===== config.mk =====
export PLATFORM = sky130hd
export DESIGN_NAME = mix_core_n
export DESIGN_NICKNAME = d
export VERILOG_FILES = /design/src/rtl/mix_core_n.sv
export SDC_FILE = /design/constraint.sdc
export NUM_CORES = 1
export LEC_CHECK = 0
export ABC_AREA = 1
export BUFFER_PORTS_ARGS = -buffer_cell sky130_fd_sc_hd__buf_2
export CAP_MARGIN = 10
export CELL_PAD_IN_SITES_DETAIL_PLACEMENT = 1
export CELL_PAD_IN_SITES_GLOBAL_PLACEMENT = 2
export CORE_MARGIN = 10
export CORE_UTILIZATION = 38
export DETAILED_ROUTE_END_ITERATION = 16
export PLACE_DENSITY_LB_ADDON = 0.1
export SYNTH_ARGS = -nofsm -noshare
export SYNTH_HDL_FRONTEND = slang
export SYNTH_SLANG_ARGS = --single-unit

===== constraint.sdc =====
create_clock -name i_clk -period 13 [get_ports i_clk]
set_input_delay 1.3 -clock i_clk [delete_from_list [all_inputs] [get_ports i_clk]]
set_output_delay 1.3 -clock i_clk [all_outputs]
set_load 0.03 [all_outputs]

===== src/rtl/mix_core_n.sv =====
// mix_core_n: gain-weighted, saturating mix of up to NUM_SRC stereo SDRAM tracks
// into a destination region, one 32-bit word per iteration.
module mix_core_n #(
  parameter int NUM_SRC = 4,
  parameter int ADDR_W  = 23,
  parameter int LEN_W   = 16,
  parameter int GAIN_W  = 8
) (
  input  logic                          i_clk,
  input  logic                          i_rst,
  input  logic                          mix_start,
  input  logic [(NUM_SRC+1)*ADDR_W-1:0] mix_select,
  input  logic [NUM_SRC-1:0]            mix_enable,
  input  logic [NUM_SRC*GAIN_W-1:0]     mix_gain,
  input  logic [LEN_W-1:0]              mix_length,
  output logic                          mix_busy,
  output logic                          mix_done,
  output logic                          mix_read,
  output logic [ADDR_W-1:0]             mix_addr,
  input  logic [31:0]                   mix_readdata,
  output logic                          mix_write,
  output logic [31:0]                   mix_writedata,
  input  logic                          mix_sdram_finished
);
  localparam int ACC_W = 16 + GAIN_W + $clog2(NUM_SRC) + 1;
  localparam int SRC_W = $clog2(NUM_SRC + 1);
  localparam int PRD_W = 17 + GAIN_W;
  localparam logic signed [ACC_W-1:0] SAT_HI = ACC_W'(32767);
  localparam logic signed [ACC_W-1:0] SAT_LO = ACC_W'(-32768);

  typedef enum logic [2:0] {IDLE, READ, WRITE, NEXT, DONE} state_t;

  state_t                        state_q, state_d;
  logic [LEN_W-1:0]              k_q, k_d, len_q, len_d;
  logic [(NUM_SRC+1)*ADDR_W-1:0] sel_q, sel_d;
  logic [NUM_SRC-1:0]            en_q, en_d;
  logic [NUM_SRC*GAIN_W-1:0]     gain_q, gain_d;
  logic [SRC_W-1:0]              src_q, src_d, src_nxt;
  logic signed [ACC_W-1:0]       acc_l_q, acc_l_d, acc_r_q, acc_r_d;
  logic [GAIN_W-1:0]             cur_gain;
  logic [ADDR_W-1:0]             cur_sel;
  logic signed [PRD_W-1:0]       prod_l, prod_r;

  // Source numbers are 1-based; 0 means "no enabled source above 'after'".
  function automatic logic [SRC_W-1:0] lowest_above(input logic [NUM_SRC-1:0] en, input int after);
    logic [SRC_W-1:0] r;
    r = '0;
    for (int i = NUM_SRC; i >= 1; i--)
      if (i > after && en[i-1]) r = SRC_W'(i);
    return r;
  endfunction

  function automatic logic [15:0] sat(input logic signed [ACC_W-1:0] a);
    return a > SAT_HI ? 16'h7fff : a < SAT_LO ? 16'h8000 : a[15:0];
  endfunction

  always_comb begin
    cur_gain = '0;
    cur_sel  = '0;
    for (int i = 1; i <= NUM_SRC; i++)
      if (src_q == SRC_W'(i)) begin
        cur_gain = gain_q[(i-1)*GAIN_W +: GAIN_W];
        cur_sel  = sel_q[i*ADDR_W +: ADDR_W];
      end
  end

  // Gain is unsigned, so it gets a zero sign bit before the signed multiply.
  assign prod_l  = PRD_W'($signed(mix_readdata[31:16])) * PRD_W'($signed({1'b0, cur_gain}));
  assign prod_r  = PRD_W'($signed(mix_readdata[15:0])) * PRD_W'($signed({1'b0, cur_gain}));
  assign src_nxt = lowest_above(en_q, int'(src_q));

  always_comb begin
    state_d = state_q;
    k_d     = k_q;
    len_d   = len_q;
    sel_d   = sel_q;
    en_d    = en_q;
    gain_d  = gain_q;
    src_d   = src_q;
    acc_l_d = acc_l_q;
    acc_r_d = acc_r_q;
    case (state_q)
      IDLE: if (mix_start) begin
        sel_d   = mix_select;
        en_d    = mix_enable;
        gain_d  = mix_gain;
        len_d   = mix_length;
        k_d     = '0;
        acc_l_d = '0;
        acc_r_d = '0;
        src_d   = lowest_above(mix_enable, 0);
        state_d = mix_length == '0 ? DONE : |mix_enable ? READ : WRITE;
      end
      READ: if (mix_sdram_finished) begin
        acc_l_d = acc_l_q + ACC_W'(prod_l >>> (GAIN_W - 1));
        acc_r_d = acc_r_q + ACC_W'(prod_r >>> (GAIN_W - 1));
        src_d   = src_nxt != '0 ? src_nxt : src_q;
        state_d = src_nxt != '0 ? READ : WRITE;
      end
      WRITE: state_d = mix_sdram_finished ? NEXT : WRITE;
      NEXT: begin
        k_d     = k_q + 1'b1;
        acc_l_d = '0;
        acc_r_d = '0;
        src_d   = lowest_above(en_q, 0);
        state_d = k_d == len_q ? DONE : |en_q ? READ : WRITE;
      end
      DONE:    state_d = IDLE;
      default: state_d = IDLE;
    endcase
  end

  always_ff @(posedge i_clk or negedge i_rst)
    if (!i_rst) begin
      state_q <= IDLE;
      k_q     <= '0;
      len_q   <= '0;
      sel_q   <= '0;
      en_q    <= '0;
      gain_q  <= '0;
      src_q   <= '0;
      acc_l_q <= '0;
      acc_r_q <= '0;
    end else begin
      state_q <= state_d;
      k_q     <= k_d;
      len_q   <= len_d;
      sel_q   <= sel_d;
      en_q    <= en_d;
      gain_q  <= gain_d;
      src_q   <= src_d;
      acc_l_q <= acc_l_d;
      acc_r_q <= acc_r_d;
    end

  // Outputs decode straight from state so an async reset clears them at once.
  always_comb begin
    mix_read      = state_q == READ;
    mix_write     = state_q == WRITE;
    mix_busy      = state_q == READ || state_q == WRITE || state_q == NEXT;
    mix_done      = state_q == DONE;
    mix_addr      = mix_read ? cur_sel + ADDR_W'(k_q) :
                    mix_write ? sel_q[ADDR_W-1:0] + ADDR_W'(k_q) : '0;
    mix_writedata = mix_write ? {sat(acc_l_q), sat(acc_r_q)} : '0;
  end
endmodule


==> results.cfg, run 1 <==
[status]
status = finished clean

[global_route]
grt_usage = 0.235
grt_pass1_wl_um = 141000
grt_max_degree = 127
grt_pass1_vias = 25317
gr-total-overflow = 0
antenna_found_initial = 2

[critical_path]
critPathArrivalTime_ns = 9.86
critPathLaunchType = register
crit_slowest_cell = nor2_2
crit_path_end_kind = register
critPathMaxStageDelay_ns = 0.87
path_max_fanout = 17
cp.required_ns = 13.56
path_class = reg2reg
cpMostUsedCell = nand2_1

[clock_tree]
clk_pin_slew_ns = 0.06
htree_levels = 1
clockBufferDepth = 3
clockRootBuffer = clkbuf_16
cts_tree = built
clock_latency_ns = 0.62
cts_buffers = 30
cts_resized = 0
post_cts_buffers = 0
holdBufCountCts = 0
cts_sinks = 243

[timing]
tightest_slew_ns = 1.13
clock_skew_ns = 0.0414
fin_ws_ns = 3.70
drv_slew = 0
rsz0062_at_grt = no
tns_ns = 0
layout_min_cycle_time_ns = 9.30
fmaxAchievable_mhz = 108
fin_crit_sh = 0.715
setup_viol = 0
final-hold-violation-count = 0
relSlewSlack = 0.248

[synthesis]
synth_cells = 3320
netlist_area_um2 = 24500
synth_edf_count = 0
ys.flop_type = dfrtp_1
synth_nets = 3906
yosys_register_bits = 243
synth.yosys.seq_area_share = 0.249
synth_cell_types = 59
ys_warn_count = 0
syn_avg_cell_area_um2 = 7.37
synthArstFlopShare = 1.00

[finish]
fin_area_um2 = 27600
diodes = 0
fin_util = 0.436
areaGrowthSynthToFinish_pct = 13.0
final_cell_mix = 852 x nand2_1, 581 x inv_1, 291 x nor2_1
final_nets = 4130
drive_above_1_share = 0.104
final_common_cell = nand2_1

[route]
drtIter0Drc = 1146
dr_total_vias = 22869
postRouteAntennaNets = 0
routedWlPerCell_um = 19.9
dr.pass1.iters = 5
avgViaCountPerCell = 5.18
wirelength_um = 87700
drcViolationCount = 0

[floorplanning]
fp.dieW_um = 274
die_y_um = 274
pin_count = 262
die_area_um2 = 74900
fp-row-count = 92
initial_utilization = 0.386
fp.coreArea_um2 = 63400

[place]
routabilityCongestion = 0.925
place_ws_ns = 3.71
hpwl_um = 71600
placed_cell_area_um2 = 26600
port_buffers = 261

[worst_hold_path]
hold_path_class = reg2reg

[run]
maxCapViolCount = 0
final timing paths:
kind                       startpoint          end  slack (ns)  depth (start not counted)
min reg2reg                sel_q[112]   sel_q[112]        0.48                          2
max reg2reg                  src_q[2]  acc_r_q[25]        3.70                         34
max                          src_q[2]  acc_r_q[25]        3.70                         34
min in group asynchronous       i_rst    sel_q[36]        0.75                          1
max in group asynchronous       i_rst   acc_l_q[6]       10.70                          2
min                        sel_q[112]   sel_q[112]        0.48                          2
final cells by class:
class	count	area, um^2
Clock buffer	44	893
Clock inverter	12	115
Fill cell	8056	35800
Inverter	589	2220
Multi-Input combinational cell	2400	15800
Sequential cell	243	6080
Tap cell	846	1060
Timing Repair Buffer	280	1460
per-layer routing:
layer / routed length, um / GRT usage / share of wire
met3: 2740 / 0.0224 / 0.031
met1: 38100 / 0.291 / 0.43
met5: 0 / 0 / 0
met4: 2040 / 0.0587 / 0.023
met2: 44800 / 0.428 / 0.51
critical path, delay by kind of cell, from the launching register on:
family / cells / cell delay (ns)
AO/OA/AOI/OAI: 9 / 1.89
flip-flops: 1 / 0.43
AND/OR/NAND/NOR: 11 / 2.48
adder cells (fa/ha/maj): 6 / 3.02
buffers and inverters: 8 / 1.42
flip-flops by register name, summed over array words and instances (netlist names):
signal   flops
sel_q      115
gain_q      32
acc_l_q     27
acc_r_q     27
k_q         16
len_q       16
en_q         4
src_q        3
state_q      3
synth_stat cells, drive strengths merged, types with 37 or more instances:
cell type	count	share of area
nand2	856	0.13
ha	177	0.091
o21ai	259	0.054
nand3	97	0.020
clkbuf	51	0.0078
dfrtp	243	0.25
xor2	50	0.018
nor2	299	0.047
o22ai	40	0.010
buf	37	0.0078
fa	206	0.17
a21oi	216	0.045
inv	588	0.090
metrics by stage:
step	instances	hold slack [ns]
after floorplan	3320	0.449
after global placement	4358	0.465
after detailed placement	4358	0.466
after CTS	4414	0.482
after global routing	4414	0.500
final	4414	0.479
kinds of logic (layout without fill, tap and decap cells):
group,Yosys count,after routing,share of synthesized area
buf+inv,677,925,0.106
flops,243,243,0.249
simple gates,1336,1336,0.220
xor+xnor,74,74,0.0271
fa+ha+maj,383,383,0.259
compound gates,607,607,0.139
Power of run 1 is not shown: default switching activity piles up to over one toggle a cycle in this logic, so the estimate is an artifact.
==> inputs of run 2 (changes only) <==
Settings changed: ABC_AREA 1 to 0, CORE_UTILIZATION 38 to 35.
Clock period 13 ns to 8.1 ns, I/O delays scaled along.
==> run 2 against run 1 <==
  * Largest cell class unchanged
  * Setup slack worse by 3.6 ns
  * Final cell count is 13% lower
  * Synthesized area is 2.2% lower
  * Critical path depth up 2
  * Critical endpoint is now acc_l_q[26]
  * Non-clock buffer count grew 170
  * Via count down 15%
  * Register-to-register slack worse by 3.6 ns
  * Global-route usage decreased by 3.7 points
  * Synthesized cell count fell by 23%
  * Sequential cell count unchanged
  * Design area grew 5.0%
==> results.cfg, run 2 <==
[status]
status = finished clean

[synthesis]
synth_compound_area_frac = 0.123
yosys.area_share.adder = 0.265
synth.yosys.seq_area_share = 0.254
synth_xor_area_frac = 0.0516
synth_area_leaders = dfrtp_1 25%, fa_1 17%, mux2_2 9.3%
synth_cell_types = 78
ys.flop_type = dfrtp_1
synthArstFlopShare = 1.00
yosys_register_bits = 243
syn_avg_cell_area_um2 = 9.41
yosys.area_share.simple = 0.146
synth_top_cell_by_area = dfrtp_1
synthMuxAreaShare = 0.0949
ys_warn_count = 0
yosysMostFrequentCell = inv_1
synth_top_family_by_area = adder cells
synth_cells = 2542
netlist_area_um2 = 23900
synth_edf_count = 0
synth_top_area_frac = 0.254
synth_nets = 3128
ys_top_cells_by_count = 315 x inv_1, 243 x dfrtp_1, 236 x nand2_1, 206 x fa_1, 198 x mux2_2

[finish]
fin_area_um2 = 29000
drive_above_1_share = 0.271
final_common_cell = inv_1
fillers = 7780
fin_util = 0.430
final_cells = 3826
regArea_um2 = 6080
top_register = sel_q
areaGrowthSynthToFinish_pct = 21.4
largest_reg_flops = 115
final_cell_mix = 313 x inv_1, 260 x buf_2, 240 x dfrtp_1
top_regs = sel_q: 115 flops, gain_q: 32 flops
final_nets = 3516
multi_input_area_um2 = 16800

[critical_path]
critPathArrivalTime_ns = 8.50
reg2reg_slack_ns = 0.06
reg2regPathDepth = 36
crit_path_end_kind = register
cp-startpoint = src_q[0]
critPathMaxStageDelay_ns = 0.54
r2r-end = acc_l_q[26]
r2r-start = src_q[0]
path_max_fanout = 6
path_class = reg2reg
crit_slowest_cell = fa_2
cp-endpoint = acc_l_q[26]
critPathLaunchType = register
cp.required_ns = 8.57

[timing]
fin_crit_sh = 0.992
relSlewSlack = 0.257
layout_min_cycle_time_ns = 8.04
clock_skew_ns = 0.0241
tightest_slew_ns = 1.11
final-hold-violation-count = 0
drv_slew = 0
fmaxAchievable_mhz = 124
rsz0062_at_grt = yes
hold_ws_ns = 0.228
setup_viol = 0

[floorplanning]
die_area_um2 = 79200
fp.dieW_um = 281
fp-row-count = 95
initial_utilization = 0.354
die_y_um = 281
pin_count = 262
fp.coreArea_um2 = 67500

[global_route]
grt_max_degree = 169
grt_pass1_vias = 21907
gr-total-overflow = 0
grt_pass1_wl_um = 125000
grt_usage = 0.198
antenna_found_initial = 12

[clock_tree]
clockRootBuffer = clkbuf_16
cts_tree = built
holdBufCountCts = 0
htree_levels = 1
cts_buffers = 27
clk_pin_slew_ns = 0.07
clockBufferDepth = 3
cts_sinks = 243
clock_latency_ns = 0.59

[route]
postRouteAntennaNets = 0
dr_total_vias = 19487
avgViaCountPerCell = 5.09
routedWlPerCell_um = 20.8
drcViolationCount = 0
drtIter0Drc = 817
wirelength_um = 79600
dr.pass1.iters = 5

[place]
routabilityCongestion = 0.883
dp.cells = 3747
hpwl_um = 63700
placed_cell_area_um2 = 27300
port_buffers = 261

[worst_hold_path]
hold_path_class = in2async

[run]
maxCapViolCount = 0
run 2: changes by cell type in the layout (fill, tap and decap cells not counted), moves of 63 or more:
cell | before | now
nand2_1 | 852 | 235
inv_1 | 581 | 313
mux2_2 | 0 | 198
buf_4 | 19 | 169
nor2_1 | 291 | 144
a21oi_1 | 212 | 68
o21ai_0 | 249 | 105
and2_1 | 4 | 142
nand3_1 | 96 | 33
run 2: worst max-delay path: cells and delay by family (launching register included):
family | cells | cell delay (ns)
AO/OA/AOI/OAI | 14 | 2.57
XOR/XNOR | 2 | 0.39
adder cells (fa/ha/maj) | 6 | 2.51
buffers and inverters | 7 | 0.91
flip-flops | 1 | 0.43
multiplexers | 1 | 0.34
AND/OR/NAND/NOR | 6 | 0.75
run 2: worst min path at each step:
stage                    start         end
global placement     sel_q[74]   sel_q[74]
global route             i_rst    sel_q[0]
finish                   i_rst      k_q[2]
floorplan           gain_q[24]  gain_q[24]
detailed placement   sel_q[87]   sel_q[87]
CTS                      i_rst      k_q[2]
run 2: layout make-up:
class | instances | area share
sequential | 243 | 0.210
timing repair buffer | 450 | 0.102
multi-input combinational | 1891 | 0.577
clock buffer | 34 | 0.0252
clock inverter | 16 | 0.00711
inverter | 317 | 0.0410
tap | 873 | 0.0376
antenna | 2 | 0.000172
run 2: what timing repair did:
action                                  in CTS  in global routing
gates cloned                                 0                  3
pin swaps                                    3                 90
endpoints found under the setup margin       8                 19
endpoints found under the hold margin        0                  0
gates resized for setup                     15                 92
buffers inserted                             2                 22
run 2: cells by family (layout without fill, tap and decap cells):
kind of cell | after synthesis | in the layout
mux | 202 | 202
other cells | 0 | 2
compound gates | 450 | 450
xor+xnor | 141 | 141
buf+inv | 408 | 817
simple gates | 715 | 715
fa+ha+maj | 383 | 383
flops | 243 | 243
run 2: through the flow:
stage	TNS (ns)	setup WS, ns
global placement	0	0.0200
CTS	0	0.00559
global route	-0.831	-0.358
floorplan	-0.0167	-0.0167
detailed placement	-0.725	-0.302
finish	0	0.0640
run 2: layer usage:
layer  vias up  share of wire  track usage
met3        83          0.041       0.0327
li1       9283              -            -
met4        18          0.022       0.0437
met5         -         0.0016            0
met1      9852           0.43        0.246
met2       251           0.51        0.353
Power of run 2 is left out for the same reason.
